$ cat config.mk
export PLATFORM = sky130hd
export DESIGN_NAME = hazard_ctrl
export DESIGN_NICKNAME = d
export VERILOG_FILES = /design/src/rtl/pipe_pkg.sv /design/src/rtl/hz_sat_counter.sv /design/src/rtl/hazard_ctrl.sv
export SDC_FILE = /design/constraint.sdc
export NUM_CORES = 1
export LEC_CHECK = 0
export CAP_MARGIN = 20
export CORE_MARGIN = 2
export CORE_UTILIZATION = 29
export CTS_CLUSTER_SIZE = 20
export DETAILED_ROUTE_END_ITERATION = 8
export GPL_TIMING_DRIVEN = 0
export PLACE_DENSITY = 0.93
export SYNTH_ARGS = -nofsm -noshare
export SYNTH_HDL_FRONTEND = slang
export SYNTH_SLANG_ARGS = --single-unit
$ cat constraint.sdc
create_clock -name clk -period 3.7 [get_ports clk]
set_input_delay 0.37 -clock clk [delete_from_list [all_inputs] [get_ports clk]]
set_output_delay 0.37 -clock clk [all_outputs]
set_load 0.005 [all_outputs]
$ cat src/rtl/pipe_pkg.sv
// Shared pipeline definitions: MIPS opcode constants, hazard FSM state encoding
// and the "does this opcode read rt" decode used by load-use detection.
package pipe_pkg;

  localparam logic [5:0] OP_RTYPE = 6'b000000;
  localparam logic [5:0] OP_BEQ   = 6'b000100;
  localparam logic [5:0] OP_LW    = 6'b100011;
  localparam logic [5:0] OP_SW    = 6'b101011;

  typedef enum logic [1:0] {
    HZ_RUN      = 2'd0,
    HZ_LOADUSE  = 2'd1,
    HZ_FLUSH    = 2'd2,
    HZ_FREEZE   = 2'd3
  } hz_state_t;

  // lw writes rt rather than reading it, so it never depends on rt.
  function automatic logic uses_rt(input logic [5:0] op);
    logic r;
    case (op)
      OP_RTYPE, OP_BEQ, OP_SW: r = 1'b1;
      OP_LW:                   r = 1'b0;
      default:                 r = 1'b0;
    endcase
    return r;
  endfunction

endpackage

$ cat src/rtl/hz_sat_counter.sv
// Saturating event counter with asynchronous active-high reset; counts one per
// cycle while inc is high and sticks at all-ones.
module hz_sat_counter #(
  parameter int CNT_W = 16
) (
  input  logic             clk,
  input  logic             reset,
  input  logic             inc,
  output logic [CNT_W-1:0] count
);

  always_ff @(posedge clk or posedge reset) begin
    if (reset) begin
      count <= '0;
    end else if (inc && (count != {CNT_W{1'b1}})) begin
      count <= count + 1'b1;
    end
  end

endmodule

$ cat src/rtl/hazard_ctrl.sv
// Five-stage MIPS hazard controller: load-use stalls, MEM-resolved branch flushes
// and data-memory freezes. Event counters are built only with HAZARD_STATS_EN.
module hazard_ctrl
  import pipe_pkg::*;
#(
  parameter int CNT_W = 16
) (
  input  logic             clk,
  input  logic             reset,
  input  logic             id_valid,
  input  logic [5:0]       id_opcode,
  input  logic [4:0]       id_rs,
  input  logic [4:0]       id_rt,
  input  logic             ex_memread,
  input  logic [4:0]       ex_rt,
  input  logic             mem_branch_taken,
  input  logic             mem_busy,
  output logic             pc_write,
  output logic             pc_take_branch,
  output logic             ifid_write,
  output logic             ifid_flush,
  output logic             idex_bubble,
  output logic             exmem_flush,
  output logic             pipe_hold,
  output logic [1:0]       state,
  output logic [CNT_W-1:0] stall_cnt,
  output logic [CNT_W-1:0] flush_cnt,
  output logic [CNT_W-1:0] freeze_cnt
);

  hz_state_t state_q, state_d;
  logic      flush_pend_q, flush_pend_d;
  logic      lu;

  assign lu = id_valid && ex_memread && (ex_rt != 5'd0) &&
              ((ex_rt == id_rs) || (uses_rt(id_opcode) && (ex_rt == id_rt)));

  assign state = state_q;

  always_ff @(posedge clk or posedge reset) begin
    if (reset) begin
      state_q      <= HZ_RUN;
      flush_pend_q <= 1'b0;
    end else begin
      state_q      <= state_d;
      flush_pend_q <= flush_pend_d;
    end
  end

  // Strobes are Mealy: the stage registers act on them at the next edge.
  always_comb begin
    pc_write       = 1'b1;
    pc_take_branch = 1'b0;
    ifid_write     = 1'b1;
    ifid_flush     = 1'b0;
    idex_bubble    = 1'b0;
    exmem_flush    = 1'b0;
    pipe_hold      = 1'b0;
    state_d        = state_q;
    flush_pend_d   = flush_pend_q;

    case (state_q)
      HZ_RUN, HZ_LOADUSE, HZ_FLUSH: begin
        if (mem_busy) begin
          pc_write   = 1'b0;
          ifid_write = 1'b0;
          pipe_hold  = 1'b1;
          if (mem_branch_taken) flush_pend_d = 1'b1;
          state_d    = HZ_FREEZE;
        end else if (mem_branch_taken && (state_q != HZ_FLUSH)) begin
          pc_take_branch = 1'b1;
          ifid_flush     = 1'b1;
          idex_bubble    = 1'b1;
          exmem_flush    = 1'b1;
          state_d        = HZ_FLUSH;
        end else if (lu && (state_q == HZ_RUN)) begin
          // lu is masked right after a stall or a flush
          pc_write    = 1'b0;
          ifid_write  = 1'b0;
          idex_bubble = 1'b1;
          state_d     = HZ_LOADUSE;
        end else begin
          state_d = HZ_RUN;
        end
      end
      HZ_FREEZE: begin
        if (mem_busy) begin
          pc_write     = 1'b0;
          ifid_write   = 1'b0;
          pipe_hold    = 1'b1;
          flush_pend_d = flush_pend_q | mem_branch_taken;
        end else if (flush_pend_q || mem_branch_taken) begin
          pc_take_branch = 1'b1;
          ifid_flush     = 1'b1;
          idex_bubble    = 1'b1;
          exmem_flush    = 1'b1;
          flush_pend_d   = 1'b0;
          state_d        = HZ_FLUSH;
        end else if (lu) begin
          pc_write    = 1'b0;
          ifid_write  = 1'b0;
          idex_bubble = 1'b1;
          state_d     = HZ_LOADUSE;
        end else begin
          state_d = HZ_RUN;
        end
      end
      default: state_d = HZ_RUN;
    endcase

    if (reset) begin
      pc_write       = 1'b0;
      pc_take_branch = 1'b0;
      ifid_write     = 1'b0;
      ifid_flush     = 1'b0;
      idex_bubble    = 1'b0;
      exmem_flush    = 1'b0;
      pipe_hold      = 1'b0;
    end
  end

`ifdef HAZARD_STATS_EN
  logic stall_ev, flush_ev, hold_ev;

  // A flush also raises idex_bubble; only a bubble without a flush is a stall.
  assign stall_ev = idex_bubble & ~ifid_flush;
  assign flush_ev = ifid_flush;
  assign hold_ev  = pipe_hold;

  hz_sat_counter #(.CNT_W(CNT_W)) u_stall_cnt (
    .clk(clk), .reset(reset), .inc(stall_ev), .count(stall_cnt)
  );
  hz_sat_counter #(.CNT_W(CNT_W)) u_flush_cnt (
    .clk(clk), .reset(reset), .inc(flush_ev), .count(flush_cnt)
  );
  hz_sat_counter #(.CNT_W(CNT_W)) u_freeze_cnt (
    .clk(clk), .reset(reset), .inc(hold_ev), .count(freeze_cnt)
  );
`else
  assign stall_cnt  = '0;
  assign flush_cnt  = '0;
  assign freeze_cnt = '0;
`endif

endmodule
**Word level (Yosys, flattened, before mapping)**

Index checks and enable logic that the tools add are counted.

- Eq/ne operators: 12
- Multiplexer cells: 38
- Bitwise operators: 1
- Reductions and logical operators: 15

Operators with widths:

| kind | count |
|---|---|
| 1-bit two-way mux | 29 |
| 5-bit == test | 2 |
| 2-bit two-way mux | 4 |
| 2-bit != test (second input constant) | 4 |
| 1-bit case mux with 2 select lines | 4 |
| 6-bit by 3-bit == test with 1-bit output (second input constant) | 1 |
| 6-bit == test (second input constant) | 1 |
| 1-bit logical AND | 6 |
| 6-bit logical NOT | 1 |
| 3-bit OR reduction | 2 |
| 5-bit nonzero test | 1 |
| 2-bit == test (second input constant) | 2 |
| 2-bit case mux with 2 select lines | 1 |
| 4-bit OR reduction | 1 |
| 3-bit != test (second input constant) | 1 |
| 3-bit AND reduction | 1 |
| 2-bit by 1-bit == test with 1-bit output (second input constant) | 1 |
| 2-bit logical NOT | 1 |
| 1-bit logical OR | 2 |
| 1-bit OR | 1 |

- Bits in registers: 3
- Output and inout port bits: 57
- Word-level logic and storage cells: 68

**Logic depth before layout (Yosys ltp)**

- Depth after elaboration: 12
- Gate-level depth with buffers: 6
- Gate-level depth less buffers: 5

**Least setup slack after synthesis**

No wires, ideal clock.

- Path kind: input port to output port
- Start point: input ex_rt[2]
- End point: output pc_write
- Data arrival time: 1.519 ns
- Data required time: 3.330 ns
- Path slack: 1.811 ns
- Stages on the path: 6
- Cells stage by stage: or3_1 o311a_1 o21ai_2 a21oi_2 nor3_1 buf_4

- Longest elaborated chain between the ends: 10
- Elaborated cells on any way between the ends: 16

Ends and longest elaborated chain:

| what | RTL line | text |
|---|---|---|
| start, declared | hazard_ctrl.sv:15 | `input logic [4:0] ex_rt,` |
| 5-bit == test | hazard_ctrl.sv:36 | `((ex_rt == id_rs) \|\| (uses_rt(id_opcode) && (ex_rt == id_rt)));` |
| 1-bit logical AND | hazard_ctrl.sv:36 |  |
| 1-bit logical OR | hazard_ctrl.sv:36 |  |
| 1-bit logical AND (*) | hazard_ctrl.sv:35 | `assign lu = id_valid && ex_memread && (ex_rt != 5'd0) &&` |
| 1-bit logical AND | hazard_ctrl.sv:76 | `end else if (lu && (state_q == HZ_RUN)) begin` |
| 1-bit two-way mux (3 in series) | -- |  |
| 1-bit case mux with 2 select lines (*) | -- |  |
| 1-bit two-way mux (*) | -- |  |
| end, declared | hazard_ctrl.sv:18 | `output logic pc_write,` |

Every way passes the cells marked *; elsewhere a longest branch is shown, timed or not.

**Worst setup path in the final report**

- Start point: input ex_rt[2]
- End point: output pc_write

- Longest elaborated chain between the ends: 10
- Elaborated cells on any way between the ends: 16

Ends and longest elaborated chain:

| what | RTL line | text |
|---|---|---|
| 5-bit == test | hazard_ctrl.sv:36 |  |
| 1-bit logical AND | hazard_ctrl.sv:36 |  |
| 1-bit logical OR | hazard_ctrl.sv:36 |  |
| 1-bit logical AND (*) | hazard_ctrl.sv:35 |  |
| 1-bit logical AND | hazard_ctrl.sv:76 |  |
| 1-bit two-way mux | hazard_ctrl.sv:76 |  |
| 1-bit two-way mux | hazard_ctrl.sv:70 | `end else if (mem_branch_taken && (state_q != HZ_FLUSH)) begin` |
| 1-bit two-way mux | hazard_ctrl.sv:64 | `if (mem_busy) begin` |
| 1-bit case mux with 2 select lines (*) | hazard_ctrl.sv:62 | `case (state_q)` |
| 1-bit two-way mux (*) | hazard_ctrl.sv:111 | `if (reset) begin` |

Marks and branches as above.

==> impl_metrics.json <==
{
  "period_minus_slack_ps": 2890,
  "max_freq_mhz": 346,
  "grt_pass1_wl_mm": 2.39,
  "antenna_left": 0,
  "crit_chain": "clkdlybuf4s50_1, or3_1, o311a_1, o21ai_2, a21oi_2, nor3_1, buf_4, clkdlybuf4s50_1",
  "cp.required_ps": 3330,
  "power_density_nw_per_um2": 163,
  "ys_seq_area_share_pct": 10.2,
  "hold_path_class": "in -> async",
  "fin_skew_ps": 1.40,
  "routedWlPerCell_um": 8.09,
  "drtIter0Drc": 1,
  "hold_buffers": 0,
  "fill_cells": 252,
  "root_buffer": "clkbuf_4",
  "grt_max_degree": 8,
  "drv_cap": 0,
  "finalCritPeriodShare_pct": 78.1,
  "antenna_found_initial": 0,
  "status": "finished clean",
  "routed_wl_mm": 1.71,
  "ys_ff_latch": 3,
  "dp_hpwl_mm": 1.60,
  "crit_path_top_delay_cell": "clkdlybuf4s50_1",
  "arrival_ps": 2520,
  "max-slew-margin-rel_pct": 61.2,
  "io_buffer_count": 35,
  "worstReg2RegEnd": "state[0]$_DFFE_PP0P_",
  "syn_avg_cell_area_um2": 7.73,
  "die-area_um2": 2950,
  "syn_to_final_growth_pct": 80.4,
  "setup_viol": 0,
  "cp_num_buf_inv": 3,
  "overflow": 0,
  "ys_warn_count": 0,
  "drc": 0,
  "start_util_pct": 30.2,
  "crit_type": "in -> out",
  "synth_cells": 95,
  "vias": 729,
  "timing.critical_path.to_type": "output pin",
  "power.leakage_nw": 0.711,
  "r2r_start": "state[1]$_DFFE_PP0P_",
  "netlist_area_um2": 734,
  "tightest_slew_ps": 577,
  "regToRegSetupSlack_ps": 2570,
  "final_layout_size_suffix_gt1_share_pct": 32.0,
  "ios": 84,
  "drt-pass1-iter-count": 3,
  "worst-r2r-cell-count": 5,
  "crit_family": "buffers and inverters",
  "diodes": 0,
  "cts.sinks": 3,
  "grt_pass1_vias": 600,
  "clock_latency_ps": 230,
  "slowest_delay_ps": 490,
  "vias_per_cell": 3.45,
  "fin_nets": 209,
  "ys_types": 23,
  "fp.dieH_um": 54.3,
  "fin_tns_setup_ps": 0,
  "grt_usage_pct": 11.3,
  "finalMaxSlewViolations": 0,
  "crit_top_cell": "clkdlybuf4s50_1",
  "htree_num_levels": 1,
  "dieWidth_um": 54.3,
  "cp_max_fo": 3,
  "whs_ps": 449,
  "ir_drop_v": 0.000119,
  "place.gp.congestion": 0.811,
  "cts_tree": "yes",
  "row_count": 18,
  "cts_setup_buffers": 0,
  "hold_violations": 0,
  "start_kind": "input pin",
  "cts_buffer_depth": 2,
  "path_clk_slew_ps": 40,
  "core_region_area_um2": 2430,
  "rsz0062_at_grt": "false",
  "numCtsBuffers": 3,
  "cts_resized": 0
}
-- through the flow --
step / utilization (%) / instance area [um2] / cells / setup WS, ps / total power [mW]
floorplan: - / 911 / 142 / 1810 / 0.111
global placement: 53.4 / 1300 / 207 / 797 / 0.156
global route: 54.5 / 1330 / 211 / 659 / 0.235
detailed placement: 53.4 / 1300 / 207 / 805 / 0.158
finish: 54.5 / 1330 / 211 / 810 / 0.216
CTS: 54.5 / 1330 / 211 / 787 / 0.217
-- cell usage after synthesis, drive strengths merged --
cell	instances	area, um2
buf	51	383
xor2	8	70.1
nor3	4	20.0
a21oi	3	18.8
dfrtp	3	75.1
nor2	3	11.3
nor2b	3	18.8
nor4	3	18.8
nand2	2	7.51
nand3	2	20.0
o21ai	2	13.8
xnor2	2	17.5
a31o	1	8.76
conb	1	3.75
inv	1	3.75
nand4	1	6.26
o21bai	1	7.51
o311a	1	10.0
or2	1	6.26
or3	1	6.26
or4	1	7.51
-- cells in the final DEF, fill, tap and decap left out, drive strengths merged --
cell and count:
nand2 2, nand4 1, nor4 3, o21bai 1
nor3 4, or2 1, buf 51, or4 1
conb 48, xor2 8, o311a 1, nor2 3
or3 1, xnor2 2, nand3 2, o21ai 2
clkdlybuf4s50 35, dfrtp 3, a21oi 3, a31o 1
nor2b 3, clkbuf 4, inv 1
-- cell families (layout without fill, tap and decap cells) --
family          after synthesis  after routing  share of synthesized area [%]
buf+inv                      52             91                           52.6
other cells                   1             48                          0.511
compound gates                8              8                           8.01
simple gates                 21             21                           16.7
flops                         3              3                           10.2
xor+xnor                     10             10                           11.9
-- worst reg2reg max path: cells and delay by family, from the launching register on --
kind | cells | cell delay (ps)
AND/OR/NAND/NOR | 3 | 420
flip-flops | 1 | 410
AO/OA/AOI/OAI | 2 | 240
-- sequential cells by signal (all words and copies together) (netlist names) --
register	flops
flush_pend_q	1
state	2
-- how the worst max path moves through the flow --
stage                   from  endpoint  slack, ps  cells past startpoint
floorplan           ex_rt[2]  pc_write       1810                      6
global placement    ex_rt[2]  pc_write        800                      8
detailed placement  ex_rt[2]  pc_write        810                      8
CTS                 ex_rt[2]  pc_write        790                      8
global route        ex_rt[2]  pc_write        660                      8
finish              ex_rt[2]  pc_write        810                      8
-- power by group --
part	internal (mW)	switching, mW	total, mW
registers	0.0360	0.00350	0.0395
logic	0.0782	0.0427	0.121
clock network	0.0403	0.0157	0.0560
total	0.155	0.0618	0.216
-- routing by layer --
layer / part of all wire [%] / vias to the layer above / GRT usage (%) / wire [um]
met1: 30 / 299 / 10.3 / 517
met3: 12 / 2 / 2.73 / 199
met5: 0 / - / 0 / 0
met2: 57 / 44 / 22.9 / 969
li1: - / 384 / - / -
met4: 1.1 / 0 / 5.00 / 19
-- area by class of cell --
| cell class | count | area (um2) | share of cell area [%] |
|---|---|---|---|
| Clock buffer | 4 | 26.3 | 1.98 |
| Inverter | 1 | 3.75 | 0.283 |
| Buffer | 51 | 383 | 28.9 |
| Timing Repair Buffer | 35 | 350 | 26.4 |
| Sequential cell | 3 | 75.1 | 5.67 |
| Tap cell | 30 | 37.5 | 2.83 |
| Multi-Input combinational cell | 87 | 449 | 33.9 |
No activity file was read; power rests on OpenSTA's default activity.
==> RTL change 1, RTL diff (config.mk and constraints unchanged) <==
Set the parameter `CNT_W` to 32 (it was 16).
--- a/src/rtl/hazard_ctrl.sv
+++ b/src/rtl/hazard_ctrl.sv
@@ -3,7 +3,7 @@
 module hazard_ctrl
   import pipe_pkg::*;
 #(
-  parameter int CNT_W = 16
+  parameter int CNT_W = 32
 ) (
   input  logic             clk,
   input  logic             reset,
Interface: changed (resized flush_cnt, freeze_cnt and stall_cnt); port bits go from 84 to 132. The function was not compared with the original's and may differ.
==> RTL change 1 against the unedited design <==
  * Combinational power up 41%
  * Sequential cell count unchanged
  * Synthesized cell count up 51%
  * Worst setup slack worse by 0.0065 ns
  * Global-route usage down 1.2 points
  * Hold slack worse by 0.0081 ns
  * Synthesized area up 49%
  * Via count up 35%
  * Sequential power about the same
  * Power up 41%
  * Cell area up 44%
  * Routed wire length up 36%
  * Utilization down 2.0 points
  * Critical path type unchanged
  * Critical endpoint unchanged
  * Largest power group unchanged
==> RTL change 1: results <==
{
  "largest_reg_flops": 2,
  "track_usage_pct": 10.1,
  "peakVddDrop_uv": 70.7,
  "synth_top_area_share_pct": 67.9,
  "synthTopCellsByCount": "buf_4 (99), xor2_1 (8), nor3_1 (4)",
  "p_leak_nw": 1.14,
  "reg2reg_setup_slack_ns": 2.54,
  "antenna_found_initial": 0,
  "drt_iter0_drc": 18,
  "cts_resized": 0,
  "holdCritPathClass": "primary input to async pin",
  "clk_pin_slew_worst_paths_ns": 0.03,
  "fin_skew_ns": 0.00227,
  "clockRootBuffer": "clkbuf_8",
  "ys_seq_area_share_pct": 6.86,
  "dp_hpwl_um": 2200,
  "arrival_ns": 2.53,
  "diodes": 0,
  "gp_congestion": 0.725,
  "wl_per_cell_um": 7.13,
  "syn_to_final_growth_pct": 74.2,
  "maxSlewHeadroom_pct": 61.4,
  "grt_pass1_vias": 873,
  "ys_types": 23,
  "finalNetCount": 305,
  "ys_top_cells_by_area": "buf_4 (68%), dfrtp_1 (6.9%), xor2_1 (6.4%)",
  "num-fill-cells": 370,
  "reg2regPathDepth": 5,
  "via_count": 986,
  "grt_pass1_wl_um": 3460,
  "status": "finished, final reports clean",
  "grt_max_degree": 8,
  "dp_slack_ns": 0.788,
  "clk_latency_ns": 0.21,
  "first_pass_iters": 4,
  "drive_gt1_share_pct": 38.3
}
## RTL change 1: cell families after synthesis
logic type,count (synthesis),share of synthesized area (%)
XOR/XNOR,10,8.00
buffers and inverters,100,68.2
AND/OR/NAND/NOR,21,11.2
AO/OA/AOI/OAI,8,5.37
flip-flops,3,6.86
other,1,0.343
## RTL change 1: critical path: stages
cell,delay (ns)
clkdlybuf4s50_1,0.47
or3_1,0.39
o311a_1,0.33
o21ai_2,0.08
a21oi_2,0.06
nor3_1,0.20
buf_4,0.15
clkdlybuf4s50_1,0.49
## RTL change 1: per-layer routing
layer	GRT usage, %	wire [um]	vias to the layer above
met5	0	0	-
met4	3.91	30	0
met3	1.88	287	2
met2	20.9	1290	66
met1	9.56	711	387
li1	-	-	531
## RTL change 1: cell type report
| cell class | instances | share of cell area [%] |
|---|---|---|
| Buffer | 99 | 39.0 |
| Multi-Input combinational cell | 135 | 33.0 |
| Timing Repair Buffer | 35 | 18.4 |
| Sequential cell | 3 | 3.94 |
| Tap cell | 48 | 3.15 |
| Clock buffer | 4 | 2.36 |
| Inverter | 1 | 0.197 |
## RTL change 1: stage by stage
step	power (W)	instance area, sq um	hold WS [ns]	instances
2_1_floorplan	0.000158	1450	0.124	238
3_3_place_gp	0.000204	1860	0.556	321
3_5_place_dp	0.000205	1860	0.566	321
4_1_cts	0.000301	1910	0.444	325
5_1_grt	0.000330	1910	0.480	325
6_report	0.000304	1910	0.441	325
## RTL change 1: how the worst max path moves through the flow
stage | startpoint | to | slack [ns]
global route | ex_rt[2] | pc_write | 0.66
finish | ex_rt[2] | pc_write | 0.80
detailed placement | ex_rt[2] | pc_write | 0.79
CTS | ex_rt[2] | pc_write | 0.78
global placement | ex_rt[2] | pc_write | 0.82
floorplan | ex_rt[2] | pc_write | 1.81
## RTL change 1: where the power goes
group / total, W / leakage, nW / internal, W / switching [W]
Combinational: 0.000171 / 1.08 / 0.000110 / 0.0000612
Clock: 0.0000935 / 0.0228 / 0.0000734 / 0.0000201
Sequential: 0.0000396 / 0.0338 / 0.0000360 / 0.00000363
Total: 0.000304 / 1.14 / 0.000219 / 0.0000850
==> RTL change 2, RTL diff (config.mk and constraints unchanged) <==
Made on the original files. Reset style: synchronous (`reset`), changed in one clocked block. Comments in the files are not updated.
--- a/src/rtl/hazard_ctrl.sv
+++ b/src/rtl/hazard_ctrl.sv
@@ -37,7 +37,7 @@
 
   assign state = state_q;
 
-  always_ff @(posedge clk or posedge reset) begin
+  always_ff @(posedge clk) begin
     if (reset) begin
       state_q      <= HZ_RUN;
       flush_pend_q <= 1'b0;
Formal check against the unedited RTL: differs if reset is asserted again (counterexample within 4 cycles, from zero or initial values and one cycle with reset high); with reset held inactive, the same outputs for 10 cycles.
==> RTL change 2 against the unedited design <==
  * Routed wire length down 1.9%
  * Power is 0.64% lower
  * Clock power grew 2%
  * Sequential power is 5.1% lower
  * Cell area is 0.94% higher
  * Sequential cell count unchanged
  * Critical path depth decreased by 1
  * Final cell count grew 0.47%
  * Worst setup slack better by 0.0058 ns
  * Global-route usage shrank 1.1 points
  * Clock skew about the same
  * Synthesized area increased by 1.7%
  * Critical path type unchanged
  * Critical endpoint unchanged
  * Largest power group unchanged
  * Highest routed layer unchanged
==> RTL change 2: results <==
{
  "num-fill-cells": 240,
  "peakVddDrop_uv": 164,
  "arrival_ns": 2.51,
  "ys_types": 26,
  "status": "finished, final reports clean",
  "holdCritPathClass": "flip-flop to flip-flop",
  "via_per_inst": 3.43,
  "r2r-start": "state[1]",
  "ys.flop_type": "dfxtp_1",
  "wl_met1_um": 492,
  "met2_usage_pct": 21.0,
  "place_inst": 208,
  "post-route-util_pct": 54.5,
  "drive_gt1_share_pct": 33.5,
  "drt_iter0_drc": 9,
  "crit_path_top_delay_cell": "or4_1",
  "wl_met2_um": 871,
  "via_count": 727,
  "met3_usage_pct": 2.46,
  "ys_async_sr_fraction_pct": 0,
  "wl_per_cell_um": 7.89,
  "grt_pass1_wl_um": 2180,
  "slowest_delay_ns": 0.55,
  "grt_pass1_vias": 574,
  "fin_skew_ns": 0.00168,
  "synthTopCellsByCount": "buf_4 (51), xor2_1 (8), a21oi_1 (4), nor2_1 (4)",
  "p_leak_nw": 0.707
}
-- RTL change 2: worst max-delay path: cells and delay by family --
| family | cells | cell delay, ns |
|---|---|---|
| AO/OA/AOI/OAI | 2 | 0.28 |
| AND/OR/NAND/NOR | 2 | 0.75 |
| buffers and inverters | 3 | 1.12 |
-- RTL change 2: cells by family after synthesis --
| family | count (synthesis) | synth area share [%] |
|---|---|---|
| other | 1 | 0.502 |
| buffers and inverters | 52 | 51.8 |
| flip-flops | 3 | 8.04 |
| AND/OR/NAND/NOR | 19 | 16.9 |
| XOR/XNOR | 10 | 11.7 |
| AO/OA/AOI/OAI | 11 | 11.1 |
-- RTL change 2: power by group --
| part | total, W | internal (W) | switching [W] |
|---|---|---|---|
| sequential | 0.0000375 | 0.0000347 | 0.00000273 |
| clock | 0.0000572 | 0.0000404 | 0.0000168 |
| combinational | 0.000120 | 0.0000772 | 0.0000431 |
-- RTL change 2: path summary, 6_finish.rpt --
path         depth (start not counted)           end
min                                  2  flush_pend_q
max reg2reg                          3      state[1]
min reg2reg                          2  flush_pend_q
max                                  7      pc_write
-- RTL change 2: layout make-up --
cell class / count / area share (%)
multi-input combinational: 88 / 35.6
timing repair buffer: 35 / 26.2
sequential: 3 / 4.49
inverter: 1 / 0.281
tap: 30 / 2.81
buffer: 51 / 28.6
clock buffer: 4 / 1.96
-- RTL change 2: through the flow --
step / worst slack, ns / hold WS, ns
3_5_place_dp: 0.801 / 0.524
5_1_grt: 0.680 / 0.547
6_report: 0.815 / 0.528
4_1_cts: 0.788 / 0.529
2_1_floorplan: 1.81 / 0.439
3_3_place_gp: 0.811 / 0.479
